## config.mk

```make
export PLATFORM = sky130hd
export DESIGN_NAME = wb_regfile_flat
export DESIGN_NICKNAME = d
export VERILOG_FILES = /design/src/rtl/wb_regfile_pkg.sv /design/src/rtl/wb_regfile_if.sv /design/src/rtl/wb_select.sv /design/src/rtl/wb_regfile.sv /design/src/flat_wrapper.sv
export SDC_FILE = /design/constraint.sdc
export NUM_CORES = 2
export LEC_CHECK = 0
export CORE_MARGIN = 2
export CORE_UTILIZATION = 35
export DETAILED_ROUTE_END_ITERATION = 16
export GPL_TIMING_DRIVEN = 0
export MAX_ROUTING_LAYER = met4
export PLACE_DENSITY = 0.62
export SLEW_MARGIN = 20
export SYNTH_ARGS = -nofsm -noshare
export SYNTH_HDL_FRONTEND = slang
export SYNTH_SLANG_ARGS = --single-unit
```

## constraint.sdc

```tcl
create_clock -name Clk -period 45.2 [get_ports Clk]
set_clock_uncertainty 0.05 [all_clocks]
set_input_delay 9.04 -clock Clk [delete_from_list [all_inputs] [get_ports Clk]]
set_output_delay 9.04 -clock Clk [all_outputs]
set_load 0.02 [all_outputs]
```

## src/rtl/wb_regfile_pkg.sv

```systemverilog
// Shared widths and encodings for the write-back stage and register file.
package wb_regfile_pkg;

  localparam int unsigned DATA_W   = 32;
  localparam int unsigned NUM_REGS = 32;
  localparam int unsigned ADDR_W   = 5;
  localparam int unsigned CNT_W    = 32;

  localparam logic [1:0] MTR_ALU  = 2'b00;
  localparam logic [1:0] MTR_MEM  = 2'b01;
  localparam logic [1:0] MTR_LINK = 2'b10;
  localparam logic [1:0] MTR_RSVD = 2'b11;

  localparam logic [ADDR_W-1:0] LINK_REG = 5'd31;
  localparam logic [ADDR_W-1:0] REG_ZERO = 5'd0;

endpackage

```

## src/rtl/wb_regfile_if.sv

```systemverilog
// MEM/WB write-back bus, ID-stage read ports and debug observation signals.
interface wb_regfile_if;
  import wb_regfile_pkg::*;

  logic                inRegWrite;
  logic                inJalSel;
  logic [1:0]          inMemToReg;
  logic [DATA_W-1:0]   inAluResult;
  logic [DATA_W-1:0]   inMemReadData;
  logic [DATA_W-1:0]   inLinkAddr;
  logic [ADDR_W-1:0]   inWriteRegister;
  logic [ADDR_W-1:0]   ReadReg1;
  logic [ADDR_W-1:0]   ReadReg2;
  logic [DATA_W-1:0]   ReadData1;
  logic [DATA_W-1:0]   ReadData2;
  logic [DATA_W-1:0]   outWbData;
  logic [ADDR_W-1:0]   outWbReg;
  logic                outWbEn;
  logic [ADDR_W-1:0]   DebugLastReg;
  logic [DATA_W-1:0]   DebugLastData;
  logic [CNT_W-1:0]    DebugWbCount;

  modport slave (
    input  inRegWrite, inJalSel, inMemToReg, inAluResult, inMemReadData,
           inLinkAddr, inWriteRegister, ReadReg1, ReadReg2,
    output ReadData1, ReadData2, outWbData, outWbReg, outWbEn,
           DebugLastReg, DebugLastData, DebugWbCount
  );

  modport master (
    output inRegWrite, inJalSel, inMemToReg, inAluResult, inMemReadData,
           inLinkAddr, inWriteRegister, ReadReg1, ReadReg2,
    input  ReadData1, ReadData2, outWbData, outWbReg, outWbEn,
           DebugLastReg, DebugLastData, DebugWbCount
  );

endinterface

```

## src/rtl/wb_select.sv

```systemverilog
// Write-back value mux with JAL destination override; purely combinational.
module wb_select
  import wb_regfile_pkg::*;
(
  input  logic                reg_write,
  input  logic                jal_sel,
  input  logic [1:0]          mem_to_reg,
  input  logic [DATA_W-1:0]   alu_result,
  input  logic [DATA_W-1:0]   mem_read_data,
  input  logic [DATA_W-1:0]   link_addr,
  input  logic [ADDR_W-1:0]   write_register,
  output logic [DATA_W-1:0]   wb_data,
  output logic [ADDR_W-1:0]   wb_reg,
  output logic                wb_en
);

  always_comb begin
    wb_data = alu_result;
    wb_reg  = write_register;
    wb_en   = 1'b0;

    unique case (mem_to_reg)
      MTR_MEM:  wb_data = mem_read_data;
      MTR_LINK: wb_data = link_addr;
      MTR_ALU,
      MTR_RSVD: wb_data = alu_result;
      default:  wb_data = alu_result;
    endcase

    // JAL always links into the fixed return-address register.
    if (jal_sel) begin
      wb_data = link_addr;
      wb_reg  = LINK_REG;
    end

    wb_en = reg_write && (wb_reg != REG_ZERO);
  end

endmodule

```

## src/rtl/wb_regfile.sv

```systemverilog
// Write-back stage and 32x32 architectural register file with write-first
// read bypass and registered debug state of the last committed write.
module wb_regfile
  import wb_regfile_pkg::*;
(
  input  logic          Clk,
  input  logic          Reset,
  wb_regfile_if.slave   bus
);

  logic [DATA_W-1:0] wb_data;
  logic [ADDR_W-1:0] wb_reg;
  logic              wb_en;

  logic [DATA_W-1:0] regs [NUM_REGS];
  logic [ADDR_W-1:0] last_reg;
  logic [DATA_W-1:0] last_data;
  logic [CNT_W-1:0]  wb_count;

  logic [DATA_W-1:0] read_data1;
  logic [DATA_W-1:0] read_data2;

  wb_select u_select (
    .reg_write      (bus.inRegWrite),
    .jal_sel        (bus.inJalSel),
    .mem_to_reg     (bus.inMemToReg),
    .alu_result     (bus.inAluResult),
    .mem_read_data  (bus.inMemReadData),
    .link_addr      (bus.inLinkAddr),
    .write_register (bus.inWriteRegister),
    .wb_data        (wb_data),
    .wb_reg         (wb_reg),
    .wb_en          (wb_en)
  );

  // Register storage; wb_en already excludes $0 so it is never written.
  always_ff @(posedge Clk or posedge Reset) begin
    if (Reset) begin
      for (int i = 0; i < NUM_REGS; i++) begin
        regs[i] <= '0;
      end
    end else if (wb_en) begin
      regs[wb_reg] <= wb_data;
    end
  end

  // Debug record of the most recent commit.
  always_ff @(posedge Clk or posedge Reset) begin
    if (Reset) begin
      last_reg  <= '0;
      last_data <= '0;
      wb_count  <= '0;
    end else if (wb_en) begin
      last_reg  <= wb_reg;
      last_data <= wb_data;
      wb_count  <= wb_count + CNT_W'(1);
    end
  end

  // Write-first bypass, suppressed during reset; $0 always reads zero.
  always_comb begin
    read_data1 = regs[bus.ReadReg1];
    read_data2 = regs[bus.ReadReg2];

    if (wb_en && !Reset && (bus.ReadReg1 == wb_reg)) begin
      read_data1 = wb_data;
    end
    if (wb_en && !Reset && (bus.ReadReg2 == wb_reg)) begin
      read_data2 = wb_data;
    end

    if (Reset || (bus.ReadReg1 == REG_ZERO)) begin
      read_data1 = '0;
    end
    if (Reset || (bus.ReadReg2 == REG_ZERO)) begin
      read_data2 = '0;
    end
  end

  assign bus.ReadData1     = read_data1;
  assign bus.ReadData2     = read_data2;
  assign bus.outWbData     = wb_data;
  assign bus.outWbReg      = wb_reg;
  assign bus.outWbEn       = wb_en;
  assign bus.DebugLastReg  = last_reg;
  assign bus.DebugLastData = last_data;
  assign bus.DebugWbCount  = wb_count;

endmodule
```

## src/flat_wrapper.sv

```systemverilog
// flat-port wrapper written by rule: the top's interface ports become plain ports
module wb_regfile_flat import wb_regfile_pkg::*;
  (Clk, Reset, bus_inRegWrite, bus_inJalSel, bus_inMemToReg, bus_inAluResult, bus_inMemReadData, bus_inLinkAddr, bus_inWriteRegister, bus_ReadReg1, bus_ReadReg2, bus_ReadData1, bus_ReadData2, bus_outWbData, bus_outWbReg, bus_outWbEn, bus_DebugLastReg, bus_DebugLastData, bus_DebugWbCount);
  wb_regfile_if bus_i ();
  input  logic Clk;
  input  logic Reset;
  input wire logic [$bits(bus_i.inRegWrite)-1:0] bus_inRegWrite;
  input wire logic [$bits(bus_i.inJalSel)-1:0] bus_inJalSel;
  input wire logic [$bits(bus_i.inMemToReg)-1:0] bus_inMemToReg;
  input wire logic [$bits(bus_i.inAluResult)-1:0] bus_inAluResult;
  input wire logic [$bits(bus_i.inMemReadData)-1:0] bus_inMemReadData;
  input wire logic [$bits(bus_i.inLinkAddr)-1:0] bus_inLinkAddr;
  input wire logic [$bits(bus_i.inWriteRegister)-1:0] bus_inWriteRegister;
  input wire logic [$bits(bus_i.ReadReg1)-1:0] bus_ReadReg1;
  input wire logic [$bits(bus_i.ReadReg2)-1:0] bus_ReadReg2;
  output wire logic [$bits(bus_i.ReadData1)-1:0] bus_ReadData1;
  output wire logic [$bits(bus_i.ReadData2)-1:0] bus_ReadData2;
  output wire logic [$bits(bus_i.outWbData)-1:0] bus_outWbData;
  output wire logic [$bits(bus_i.outWbReg)-1:0] bus_outWbReg;
  output wire logic [$bits(bus_i.outWbEn)-1:0] bus_outWbEn;
  output wire logic [$bits(bus_i.DebugLastReg)-1:0] bus_DebugLastReg;
  output wire logic [$bits(bus_i.DebugLastData)-1:0] bus_DebugLastData;
  output wire logic [$bits(bus_i.DebugWbCount)-1:0] bus_DebugWbCount;
  assign bus_i.inRegWrite = bus_inRegWrite;
  assign bus_i.inJalSel = bus_inJalSel;
  assign bus_i.inMemToReg = bus_inMemToReg;
  assign bus_i.inAluResult = bus_inAluResult;
  assign bus_i.inMemReadData = bus_inMemReadData;
  assign bus_i.inLinkAddr = bus_inLinkAddr;
  assign bus_i.inWriteRegister = bus_inWriteRegister;
  assign bus_i.ReadReg1 = bus_ReadReg1;
  assign bus_i.ReadReg2 = bus_ReadReg2;
  assign bus_ReadData1 = bus_i.ReadData1;
  assign bus_ReadData2 = bus_i.ReadData2;
  assign bus_outWbData = bus_i.outWbData;
  assign bus_outWbReg = bus_i.outWbReg;
  assign bus_outWbEn = bus_i.outWbEn;
  assign bus_DebugLastReg = bus_i.DebugLastReg;
  assign bus_DebugLastData = bus_i.DebugLastData;
  assign bus_DebugWbCount = bus_i.DebugWbCount;
  wb_regfile u_core (.Clk(Clk), .Reset(Reset), .bus(bus_i));
endmodule
```

After elaboration in Yosys (flattened, before gate mapping). Index checks and enable logic that the tools add are counted.

Add/subtract/negate cells: 1. Order comparisons: 4. Equality and inequality tests: 5. Multiplexer cells: 16. Bitwise logic cells: 3. Reduce and logical (&&, ||, !) cells: 13.

Operator list (count): bitwise mux 1024 bit (1); binary-select mux 32 bit (select 5 bit) (2); 2-to-1 mux 32 bit (10); demux 32 bit (select 5 bit) (1); one-hot mux 32 bit (3 select lines) (1); adder 32 x 1 -> 32 bit, second input constant (1); greater-or-equal comparator 6 bit, second input constant (3); inverter 5 -> 6 bit (3); == test 5 bit (2); logical NOT 5 bit (2); less-than comparator 6 x 1 -> 1 bit, second input constant (1); logical AND 1 bit (5); 2-to-1 mux 5 bit (1); nonzero test 5 bit (1); == test 2 bit, second input constant (2); == test 2 x 1 -> 1 bit, second input constant (1); logical NOT 2 bit (1); logical OR 1 bit (2); OR reduction 2 bit (1); logical NOT 1 bit (1).

Bits in registers: 1093. Bits of input ports: 117. Output and inout port bits: 171. Word-level logic and storage cells: 77.

Depth between registers and ports, before layout.
Depth in word-level cells: 7. Depth in mapped cells: 9. Depth with buffers taken out: 7.

Modules after synthesis. From an unflattened synthesis, not the netlist that was laid out.

Cell total of the unflattened synthesis: 4113. Area total of the unflattened synthesis: 59499.6 sq um.

Modules (own cells, without submodules): wb_regfile (instances 1, cells each 4023, area each 58802.6 sq um); wb_select (instances 1, cells each 90, area each 696.9 sq um).

Worst setup path before layout. OpenSTA, ideal clock, no wires.

Path kind: input to output. From: input port Reset. To: output port bus_ReadData1[16]. Data arrival time: 35.522 ns. Required time: 36.110 ns. Path slack: 0.588 ns. Stages: 6. Path buffers: 1. Cell sequence: clkbuf_1 -> inv_1 -> o31ai_4 -> a2111oi_0 -> nand2_1 -> mux2i_1.

Cells in the longest elaborated chain, start to end: 5. Elaborated cells on any way between the ends: 6. Those cells by class: mux (2); reduce/logical (4).

Ends and longest elaborated chain: start, declared (line flat_wrapper.sv:6) `input logic Reset;`; logical NOT 1 bit (no source line); logical AND 1 bit (2 in series) (line wb_regfile.sv:65) `if (wb_en && !Reset && (bus.ReadReg1 == wb_reg)) begin`; 2-to-1 mux 32 bit (line wb_regfile.sv:65); 2-to-1 mux 32 bit (*) (line wb_regfile.sv:72) `if (Reset || (bus.ReadReg1 == REG_ZERO)) begin`; end, declared (line flat_wrapper.sv:16) `output wire logic [$bits(bus_i.ReadData1)-1:0] bus_ReadData1;`.

Mark *: on every way between the ends. The rest lies on a longest branch, timed or not.

Worst setup path in the final report.
From: input port bus_ReadReg2[4]. To: output port bus_ReadData2[27].

Cells in the longest elaborated chain, start to end: 6. Elaborated cells on any way between the ends: 10. Those cells by class: eq/ne (1); mux (5); bitwise (1); reduce/logical (3).

Ends and longest elaborated chain: start, declared (line flat_wrapper.sv:15) `input wire logic [$bits(bus_i.ReadReg2)-1:0] bus_ReadReg2;`; inverter 5 -> 6 bit (implied by the code) (line wb_regfile.sv:63) `read_data2 = regs[bus.ReadReg2];`; binary-select mux 32 bit (select 5 bit) (line wb_regfile.sv:63); 2-to-1 mux 32 bit (implied by the code) (2 in series) (line wb_regfile.sv:63); 2-to-1 mux 32 bit (line wb_regfile.sv:68) `if (wb_en && !Reset && (bus.ReadReg2 == wb_reg)) begin`; 2-to-1 mux 32 bit (*) (line wb_regfile.sv:75) `if (Reset || (bus.ReadReg2 == REG_ZERO)) begin`; end, declared (line flat_wrapper.sv:17) `output wire logic [$bits(bus_i.ReadData2)-1:0] bus_ReadData2;`.

Mark *: on every way between the ends. The rest lies on a longest branch, timed or not. The select of a mux whose other input is x is not followed.

==> key figures <==
Status
  – Status: finished with violations
  – Failing checks: capacitance limit

Timing
  – Final setup fails: 0
  – Worst slew pin tran: approximately 1.5 ns
  – Min cycle time layout: between 20 and 25 ns
  – Final hold viol count: 0
  – Fin. max-slew vios: 0
  – Period utilization: a little over half
  – Hold Slack: a little over 0.4 ns
  – RSZ-0062 raised after global routing: no
  – F_max: 41.14 MHz
  – Max transition margin: less than 1%

Finish
  – NumNets Final: between 5000 and 6000
  – Non-Filler Instances: 7931
  – Footprint of the multi-input gates: between 20000 and 30000 um^2
  – Area Overhead vs Synth: 19.07%
  – Layout filler cell count: roughly 16000
  – Share of layout cells above drive strength 1: about 16%
  – Design area: 66870 um^2
  – Post-layout util: 41.79%
  – Register area: between 20000 and 30000 um^2

Global routing
  – First-pass GRT wire length: around 440 mm
  – Initial antenna violation count: 33
  – Largest net degree at the start of global routing: 106
  – Vias in the first global route: between 40000 and 50000
  – Total track usage: about 41%
  – GRT overflow: 0

Setup path
  – Startpoint types: primary input
  – Kind of critical path: in -> out
  – Critical path endpoint category: primary output
  – CP required: about 36 ns
  – Register-to-register setup slack: 42.89 ns
  – Worst R2R Path Depth: 5
  – Critical R2R Capture: u_core.bus.DebugWbCount[27]
  – CP max FO: 10
  – Worst r2r src: u_core.bus.DebugWbCount[2]
  – Worst EP arrival: about 15 ns

Floorplan
  – IO Count: between 200 and 300
  – # rows: ~150
  – Initial Util: 35.10%
  – Chip Height: slightly above 400 um
  – Die area: ~160000 um^2
  – Die W: a little over 400 um
  – Core Area: 160000 um^2

Yosys
  – Synth area leader: dfrtp_1
  – Post-synthesis cell area: around 56000 um^2
  – Synth Net Count: 5404
  – Top cell type's share of synthesized area: between 40% and 50%
  – Ys async rst share: 100.0%
  – Primary FF master, synth: dfrtp_1
  – FF+latch count, synth: between 1000 and 1500
  – Largest cells by area after synthesis: dfrtp_1, mux4_2, o21ai_0
  – Syn Area/Cell: 10.63 um^2
  – Cell variety after synth: 63
  – Yosys warnings: 0
  – Mapped Cells: 5284
  – Register area share after synthesis: between 40% and 50%
  – Cell with the most instances after synthesis: nand2_1
  – Most instantiated cells after synthesis: nand2_1, dfrtp_1, o21ai_0
  – Number of synthesized flops with an enable pin: 0

Drt
  – Total number of vias: just over 50000
  – Vias per inst: 6.539
  – DR iter-0 viols: slightly above 8000
  – DRC: 0
  – Post-route ant nets: 0
  – Drt pass-1 iters: 8
  – Total routed wirelength: 331.4 mm
  – Drt wl/cell: roughly 42 um

CTS
  – CTS max path bufs: 3
  – Reg clk slew, reported paths: 0.06 ns
  – # H-tree levels: 4
  – Post-CTS sizing: 0
  – Postcts setup bufs: 0
  – TritonCTS clock tree: yes
  – Hold buffers post-CTS: 0
  – Clk_lat worst skew: between 0.7 and 0.8 ns
  – Sink count of the clock tree: approximately 1100
  – Root buffer cell: clkbuf_16
  – Number of buffers created by CTS: 130

Placed design
  – Port bufs: between 200 and 300
  – Placed insts: roughly 7700
  – Gpl congestion: ~1.1
  – Post-DP Area: between 60000 and 70000 um^2
  – DP HPWL: 250.7 mm

Pwr
  – Lkg Pwr: approximately 28 nW
  – Power Dens Cells: 43.77 nW/um^2
  – Maximum vdd ir drop: 37.35 uV

Min path
  – Hold EP: u_core.regs[998]
  – Hold path cells: 1
  – HP Class: reg -> reg
  – HP Start: u_core.regs[998]

Run
  – Max-cap viol count: 2
layout by cell type, fill, tap and decap left out, drive strengths merged, types with 8 or more instances in the layout:
cell,Yosys,routed
nand4,16,16
nand2,1112,1112
or3,10,10
mux2i,170,170
diode,0,20
mux4,432,432
a32oi,34,34
nor2b,9,9
o21ai,935,935
a21oi,165,165
inv,45,50
clkbuf,400,583
xnor2,30,30
clkdlybuf4s50,0,281
nand3b,36,36
and3,8,8
nor2,146,146
dfrtp,1093,1093
buf,153,190
nand3,51,51
nor3,30,30
a22o,30,30
mux2,41,41
clkinv,0,22
a22oi,18,18
a32o,14,14
nor4,41,41
a31oi,11,11
nand2b,11,11
o22ai,172,172
bufinv,0,10
state kept, by name, indices dropped and copies added (netlist names):
signal                    cells
u_core.bus.DebugLastData     32
u_core.bus.DebugLastReg       5
u_core.bus.DebugWbCount      32
u_core.regs                1024
cell type report:
type	count	share of cell area, %
tap	2086	3.903
inverter	45	0.2638
sequential	1093	40.90
multi-input combinational	3593	39.63
buffer	553	3.562
clock buffer	183	5.634
clock inverter	40	0.8345
antenna	20	0.07484
timing repair buffer	318	5.196
metal layers:
metal	vias up	track usage [%]	wire length, um
met2	3923	55.75	135800
met4	0	30.64	30670
met3	959	13.25	40180
li1	20040	-	-
met1	26940	51.58	124700
met5	-	-	0
worst max-delay path, stage by stage:
cell	delay (ns)
clkdlybuf4s50_1	0.70
buf_2	0.41
nor2_1	0.30
nand2_1	0.16
clkbuf_1	0.86
clkbuf_1	1.01
o22ai_1	0.48
nor4_1	1.31
a22o_1	0.27
clkdlybuf4s50_1	0.60
through the flow:
stage | power (mW) | setup TNS (ns) | worst slack [ns]
2_1_floorplan | 1.520 | 0 | 0.5879
3_3_place_gp | 1.800 | -9772.93 | -17.22
3_5_place_dp | 1.819 | 0 | 21.48
4_1_cts | 2.901 | 0 | 21.46
5_1_grt | 2.996 | 0 | 21.30
6_report | 2.927 | 0 | 20.89
report_power, final:
part           switching [mW]  internal [mW]  leakage [nW]  total [mW]
registers               0.106           1.11          14.5        1.21
logic                   0.392          0.224          11.3       0.616
clock network           0.460          0.639          2.12        1.10
total                   0.957           1.97          27.9        2.93
worst max path at each step:
stage	start	to	slack, ns
after floorplan	Reset	bus_ReadData1[16]	0.59
after global placement	Reset	bus_ReadData1[16]	-17.22
after detailed placement	bus_ReadReg2[4]	bus_ReadData2[27]	21.48
after CTS	bus_ReadReg2[4]	bus_ReadData2[23]	21.46
after global routing	bus_ReadReg2[4]	bus_ReadData2[27]	21.30
final	bus_ReadReg2[4]	bus_ReadData2[27]	20.89
cells by family (layout without fill, tap and decap cells):
logic type	count (synthesis)	in the layout	share of synthesized area, %
multiplexers	643	643	21.17
flip-flops	1093	1093	48.70
other	0	20	0
XOR/XNOR	37	37	0.5770
AND/OR/NAND/NOR	1501	1501	11.22
AO/OA/AOI/OAI	1409	1409	13.79
buffers and inverters	598	1139	4.476
adder cells (fa/ha/maj)	3	3	0.06684
Note: power is estimated with default switching activity, not from simulation.
